`config.mk`:
```
export PLATFORM = sky130hd
export DESIGN_NAME = arb_mux
export DESIGN_NICKNAME = d
export VERILOG_FILES = /design/src/rtl/arb_mux_pkg.sv /design/src/rtl/arb_mux_rr_arbiter.sv /design/src/rtl/arb_mux.sv
export SDC_FILE = /design/constraint.sdc
export NUM_CORES = 1
export LEC_CHECK = 0
export BUFFER_PORTS_ARGS = -buffer_cell sky130_fd_sc_hd__clkbuf_2
export CAP_MARGIN = 20
export CORE_UTILIZATION = 53
export DETAILED_ROUTE_END_ITERATION = 10
export PLACE_DENSITY = 0.91
export SETUP_SLACK_MARGIN = 0.4
export SYNTH_ARGS = -nofsm -noshare
export SYNTH_HDL_FRONTEND = slang
export SYNTH_SLANG_ARGS = --single-unit
```
`constraint.sdc`:
```
create_clock -name clk -period 5.1 [get_ports clk]
set_input_delay 0.255 -clock clk [delete_from_list [all_inputs] [get_ports clk]]
set_output_delay 0.255 -clock clk [all_outputs]
set_load 0.03 [all_outputs]
```
`src/rtl/arb_mux_pkg.sv`:
```
// -----------------------------------------------------------------------------
// arb_mux_pkg
// Shared definitions for the transaction-layer arbitrating multiplexer.
// Holds the one-hot layer state encodings, which the layer FSM also uses,
// and a decode helper that says whether a state code permits transfers.
// -----------------------------------------------------------------------------
package arb_mux_pkg;

    // One-hot layer state encodings
    localparam logic [3:0] STATE_RESET  = 4'b0001;
    localparam logic [3:0] STATE_INIT   = 4'b0010;
    localparam logic [3:0] STATE_IDLE   = 4'b0100;
    localparam logic [3:0] STATE_ACTIVE = 4'b1000;

    // Transfers are only allowed in IDLE or ACTIVE. Every other code,
    // including zero and non-one-hot codes, blocks transfers.
    function automatic logic state_allows_xfer(input logic [3:0] st);
        logic ok;
        case (st)
            STATE_IDLE:   ok = 1'b1;
            STATE_ACTIVE: ok = 1'b1;
            default:      ok = 1'b0;
        endcase
        return ok;
    endfunction

    // RESET is the only state code that clears the datapath
    function automatic logic state_is_reset(input logic [3:0] st);
        logic hit;
        case (st)
            STATE_RESET: hit = 1'b1;
            default:     hit = 1'b0;
        endcase
        return hit;
    endfunction

endpackage

```
`src/rtl/arb_mux_rr_arbiter.sv`:
```
// -----------------------------------------------------------------------------
// rr_arbiter
// Grant logic for arb_mux. Holds the round-robin pointer, searches the request
// vector (rotated after the pointer when RR=1, lowest index first when RR=0)
// and produces a one-hot grant plus the granted index.
//
// Ports:
//   clk           in   clock, rising edge
//   clear_i       in   synchronous clear of the pointer (to CHANNELS-1)
//   enable_i      in   a grant may be issued this cycle
//   req_i         in   CHANNELS request bits
//   grant_o       out  one-hot grant, all zeros when no grant
//   grant_vld_o   out  a grant is issued this cycle
//   grant_idx_o   out  index of the granted channel (meaningful with grant_vld_o)
// -----------------------------------------------------------------------------
module rr_arbiter
    import arb_mux_pkg::*;
#(
    parameter int CHANNELS = 5,
    parameter int RR       = 1,
    parameter int IDX_W    = $clog2(CHANNELS)
) (
    input  logic                clk,
    input  logic                clear_i,
    input  logic                enable_i,
    input  logic [CHANNELS-1:0] req_i,
    output logic [CHANNELS-1:0] grant_o,
    output logic                grant_vld_o,
    output logic [IDX_W-1:0]    grant_idx_o
);

    logic [IDX_W-1:0] ptr_q;
    logic [IDX_W-1:0] ptr_d;
    logic [IDX_W-1:0] sel_s;
    logic             found_s;
    logic             grant_vld_s;
    int               cand_s;

    // Winner search: rotate past the pointer (RR) or lowest index (fixed)
    always_comb begin
        sel_s   = '0;
        found_s = 1'b0;
        cand_s  = 0;
        if (RR != 0) begin
            // Start one past the pointer, so the last winner has lowest priority
            for (int i = 1; i <= CHANNELS; i++) begin
                cand_s = (int'(ptr_q) + i) % CHANNELS;
                if (!found_s && req_i[cand_s]) begin
                    found_s = 1'b1;
                    sel_s   = cand_s[IDX_W-1:0];
                end else begin
                    found_s = found_s;
                end
            end
        end else begin
            // Descending scan so the lowest requesting index is written last
            for (int i = CHANNELS - 1; i >= 0; i--) begin
                if (req_i[i]) begin
                    found_s = 1'b1;
                    sel_s   = IDX_W'(i);
                end else begin
                    found_s = found_s;
                end
            end
        end
    end

    assign grant_vld_s = enable_i & found_s;

    // One-hot grant expansion; zero when no grant is issued
    always_comb begin
        grant_o = '0;
        for (int k = 0; k < CHANNELS; k++) begin
            if (grant_vld_s && (sel_s == IDX_W'(k))) begin
                grant_o[k] = 1'b1;
            end else begin
                grant_o[k] = 1'b0;
            end
        end
    end

    // Pointer next state: follows the winner, holds otherwise
    always_comb begin
        if (grant_vld_s) begin
            ptr_d = sel_s;
        end else begin
            ptr_d = ptr_q;
        end
    end

    // Pointer register; reset value CHANNELS-1 makes channel 0 win first
    always_ff @(posedge clk) begin
        if (clear_i) begin
            ptr_q <= IDX_W'(CHANNELS - 1);
        end else begin
            ptr_q <= ptr_d;
        end
    end

    assign grant_vld_o = grant_vld_s;
    assign grant_idx_o = sel_s;

endmodule

```
`src/rtl/arb_mux.sv`:
```
// -----------------------------------------------------------------------------
// arb_mux
// Arbitrating multiplexer between the per-class FIFOs and the outgoing stream
// FIFO. Picks one requesting channel per cycle (round-robin or fixed priority),
// pops it combinationally and registers its word onto the output stream.
// Gated by the one-hot layer state and downstream backpressure.
//
// Ports:
//   clk        in   clock, rising edge
//   reset_L    in   synchronous active-low reset
//   state      in   one-hot layer state (RESET/INIT/IDLE/ACTIVE)
//   in_data    in   CHANNELS*WIDTH flattened channel words
//   in_valid   in   per-channel word available
//   out_ready  in   downstream can accept a word
//   in_pop     out  one-hot combinational pop of the granted channel
//   data       out  registered output word
//   valid      out  registered, data is new this cycle
//   grant_idx  out  registered index of the channel that produced data
// -----------------------------------------------------------------------------
module arb_mux
    import arb_mux_pkg::*;
#(
    parameter int WIDTH    = 5,
    parameter int CHANNELS = 5,
    parameter int IDX_W    = $clog2(CHANNELS),
    parameter int RR       = 1
) (
    input  logic                      clk,
    input  logic                      reset_L,
    input  logic [3:0]                state,
    input  logic [CHANNELS*WIDTH-1:0] in_data,
    input  logic [CHANNELS-1:0]       in_valid,
    input  logic                      out_ready,
    output logic [CHANNELS-1:0]       in_pop,
    output logic [WIDTH-1:0]          data,
    output logic                      valid,
    output logic [IDX_W-1:0]          grant_idx
);

    logic             clear_s;
    logic             xfer_en_s;
    logic             grant_vld_s;
    logic [IDX_W-1:0] arb_idx_s;
    logic [WIDTH-1:0] sel_word_s;

    logic [WIDTH-1:0] data_q;
    logic [WIDTH-1:0] data_d;
    logic             valid_q;
    logic             valid_d;
    logic [IDX_W-1:0] idx_q;
    logic [IDX_W-1:0] idx_d;

    // A low reset_L blocks transfers directly, so a pop can never coincide
    // with a clearing edge.
    assign clear_s   = (~reset_L) | state_is_reset(state);
    assign xfer_en_s = reset_L & state_allows_xfer(state) & out_ready;

    rr_arbiter #(
        .CHANNELS (CHANNELS),
        .RR       (RR),
        .IDX_W    (IDX_W)
    ) u_arb (
        .clk         (clk),
        .clear_i     (clear_s),
        .enable_i    (xfer_en_s),
        .req_i       (in_valid),
        .grant_o     (in_pop),
        .grant_vld_o (grant_vld_s),
        .grant_idx_o (arb_idx_s)
    );

    // Slice the flattened input bus by the arbiter's chosen index
    always_comb begin
        sel_word_s = '0;
        for (int k = 0; k < CHANNELS; k++) begin
            if (arb_idx_s == IDX_W'(k)) begin
                sel_word_s = in_data[k*WIDTH +: WIDTH];
            end else begin
                sel_word_s = sel_word_s;
            end
        end
    end

    // Output next state: load on grant, otherwise drop valid and hold the rest
    always_comb begin
        if (grant_vld_s) begin
            data_d  = sel_word_s;
            valid_d = 1'b1;
            idx_d   = arb_idx_s;
        end else begin
            data_d  = data_q;
            valid_d = 1'b0;
            idx_d   = idx_q;
        end
    end

    // Output register bank
    always_ff @(posedge clk) begin
        if (clear_s) begin
            data_q  <= '0;
            valid_q <= 1'b0;
            idx_q   <= '0;
        end else begin
            data_q  <= data_d;
            valid_q <= valid_d;
            idx_q   <= idx_d;
        end
    end

    assign data      = data_q;
    assign valid     = valid_q;
    assign grant_idx = idx_q;

endmodule

```
==> summary.txt <==
STA
  – Setup Skew: 0.00199 ns
  – Final setup TNS: 0 ns
  – RSZ-0062 raised after global routing: yes
  – Final min period: 4.73 ns
  – Tcrit/Tclk final: 92.7%
  – Hold WS: 0.356 ns
  – Final slew viol count: 0
  – Worst-margin pin slew: 0.604 ns
  – Fmax: 212 MHz
  – Setup-failing EPs final: 0
  – Hold Vio Cnt, Final: 0
  – Relative slew margins: 59.3%

Setup path
  – CP Capture Type: output port
  – CP Max Fanout: 7
  – Worst Setup Start Kind: flip-flop
  – Worst reg2reg path endpoint: data[2]$_SDFFE_PP0P_
  – Worst endpoint required time: 4.85 ns
  – R2r startpoint: grant_idx[0]$_SDFFE_PP0P_
  – Worst reg2reg path depth: 21
  – CP Class: reg -> out
  – Critical path arrival: 4.47 ns
  – R2R Setup Slk: 0.56 ns

Global route
  – Gr usage total: 34.1%
  – Pin count of the biggest net entering global routing: 40
  – Remaining Overflow, GRT: 0
  – Number of global-route vias before repair: 3,545
  – Initial antenna violation count: 0
  – First-pass GRT wire length: 16.5 mm

Worst hold path
  – Hold Path End: data[0]$_SDFFE_PP0P_
  – Hold depth: 3
  – Worst hold path type: in -> reg
  – Hold path start: in_data[20]

Yosys
  – Post-Syn Area: 2920 um2
  – Synth top area share: 9.87%
  – Leading area contributor after synthesis: ha_1
  – Distinct cell type count after synthesis: 85
  – Synth area leaders: ha_1 9.9%, dfxtp_1 6.9%, mux2i_1 4.8%
  – Register area share after synthesis: 6.87%
  – Cell count after synthesis: 385
  – Syn Nets: 445
  – Post-synth EDFFs: 0
  – Yosys reg bits: 10
  – Syn Area/Cell: 7.57 um2
  – Ys async rst share: 0%
  – Yosys warns: 0
  – Post-synth top cells: 23 x ha_1, 23 x nand2_1, 20 x nor2_1, 20 x o21ai_0, 18 x inv_1
  – Primary FF master, synth: dfxtp_1

Clock network
  – CTS max path bufs: 2
  – Htree depth: 1
  – Worst-skew pair later-pin latency: 0.25 ns
  – Hold buffer count at CTS: 0
  – Root Driver: clkbuf_8
  – Clk pin slew, worst setup/hold paths: 0.06 ns
  – TritonCTS buffer count: 3
  – CTS tree: done
  – Clock tree sinks: 10

Floorplan
  – Starting density of the core: 56.0%
  – Num ports: 51
  – Full die area: 5800 um2
  – Rows: 26
  – Core box area: 5200 um2
  – Die X: 76.2 um
  – Die Span Y: 76.2 um

Drt
  – WL final: 11.7 mm
  – Drt pass-1 iters: 5
  – Drt wl/cell: 21.9 um
  – Initial DRC count: 597
  – Vias per cell: 7.20
  – DRC Markers: 0
  – Via Count: 3,857
  – Remaining antenna violation count: 0

Cells and area
  – Layout Area Growth over Synthesis: 36.5%
  – Final Net Count: 527
  – Ant diodes: 0
  – Share of cells above drive strength 1: 40.6%
  – Fillers: 360

Placement
  – Post-DP HPWL: 6.61 mm
  – Port-buffer cells: 50
  – Gpl congestion: 0.978

Power and ir drop
  – Pwr Total: 510 uW
  – Pwr dens: 128 nW/um2
  – VDD IR-drop max: 130 uV
  – Leakage: 1.70 nW

Outcome
  – Status: finished, final reports clean

Run
  – Max_cap viols: 0
==> worst max path at each step <==
stage,endpoint,from
after floorplan,in_pop[0],grant_idx[0]$_SDFFE_PP0P_
after global placement,in_pop[0],grant_idx[1]$_SDFFE_PP0P_
after detailed placement,in_pop[1],grant_idx[0]$_SDFFE_PP0P_
after CTS,in_pop[0],grant_idx[0]$_SDFFE_PP0P_
after global routing,in_pop[0],grant_idx[0]$_SDFFE_PP0P_
final,in_pop[0],grant_idx[1]$_SDFFE_PP0P_
==> metal layers <==
metal,vias to the layer above,share of wire [%],GRT usage [%]
li1,1664,-,-
met1,1794,36,39.1
met2,298,49,61.1
met3,101,8.8,6.35
met4,0,6.2,16.0
met5,-,0,0
==> per-stage QoR <==
step / instance area (um2) / setup slack [ns] / std cells / util, %
global route: 3980 / 0.214 / 536 / 76.5
global placement: 3270 / 0.398 / 492 / 62.8
CTS: 3620 / 0.406 / 510 / 69.5
finish: 3980 / 0.373 / 536 / 76.5
floorplan: 3020 / 0.418 / 385 / -
detailed placement: 3270 / 0.210 / 492 / 62.8
==> report_power, final <==
| group | internal, mW | total, mW | switching (mW) |
|---|---|---|---|
| registers | 0.0793 | 0.0814 | 0.00208 |
| logic | 0.139 | 0.320 | 0.181 |
| clock network | 0.0684 | 0.109 | 0.0401 |
| total | 0.287 | 0.510 | 0.223 |
==> area by class of cell <==
class | count | area, um2 | area share [%]
flip-flops and latches | 10 | 209 | 5.25
multi-input cells | 325 | 2800 | 70.4
inverters | 23 | 101 | 2.55
clock buffers | 4 | 55.1 | 1.38
well taps | 70 | 87.6 | 2.20
repair buffers | 104 | 724 | 18.2
==> state kept, by name (all words and copies together) (netlist names) <==
name / flops
valid: 1
grant_idx: 3
u_arb.ptr_q: 1
data: 5
==> timing repair <==
action | CTS | global route
pin swaps | 12 | 20
gates resized for setup | 36 | 37
setup buffers | 13 | 25
gates cloned | 1 | 1
setup endpoints to repair | 11 | 11
==> logic make-up after synthesis <==
kind of cell / synth area share, %
adder cells (fa/ha/maj): 9.87
AND/OR/NAND/NOR: 25.8
AO/OA/AOI/OAI: 40.9
XOR/XNOR: 1.80
buffers and inverters: 8.41
flip-flops: 6.87
multiplexers: 6.35
==> critical path: stages (launching register included) <==
cell      delay, ns
dfxtp_4        0.39
inv_2          0.07
ha_4           0.18
xnor2_4        0.21
inv_4          0.06
ha_2           0.18
inv_1          0.11
ha_4           0.21
or4bb_4        0.55
o211ai_4       0.16
o31ai_4        0.14
and2_4         0.19
a22o_4         0.27
or3_1          0.34
o311a_1        0.30
o22a_1         0.26
and2_4         0.19
and2_4         0.15
nor2b_4        0.12
buf_6          0.13
==> placed cells by master, fill, tap and decap left out, drive strengths merged, types with 10 or more instances in the layout <==
cell type and n:
nor2b 11, o211ai 10, a211oi 12, ha 23, inv 21, dfxtp 10
nand2b 10, nand2 23, clkbuf 51, and2 11, nor2 20, buf 56
a21oi 21, o21ai 24, mux2i 14
Power figures use the tool's default switching activity.
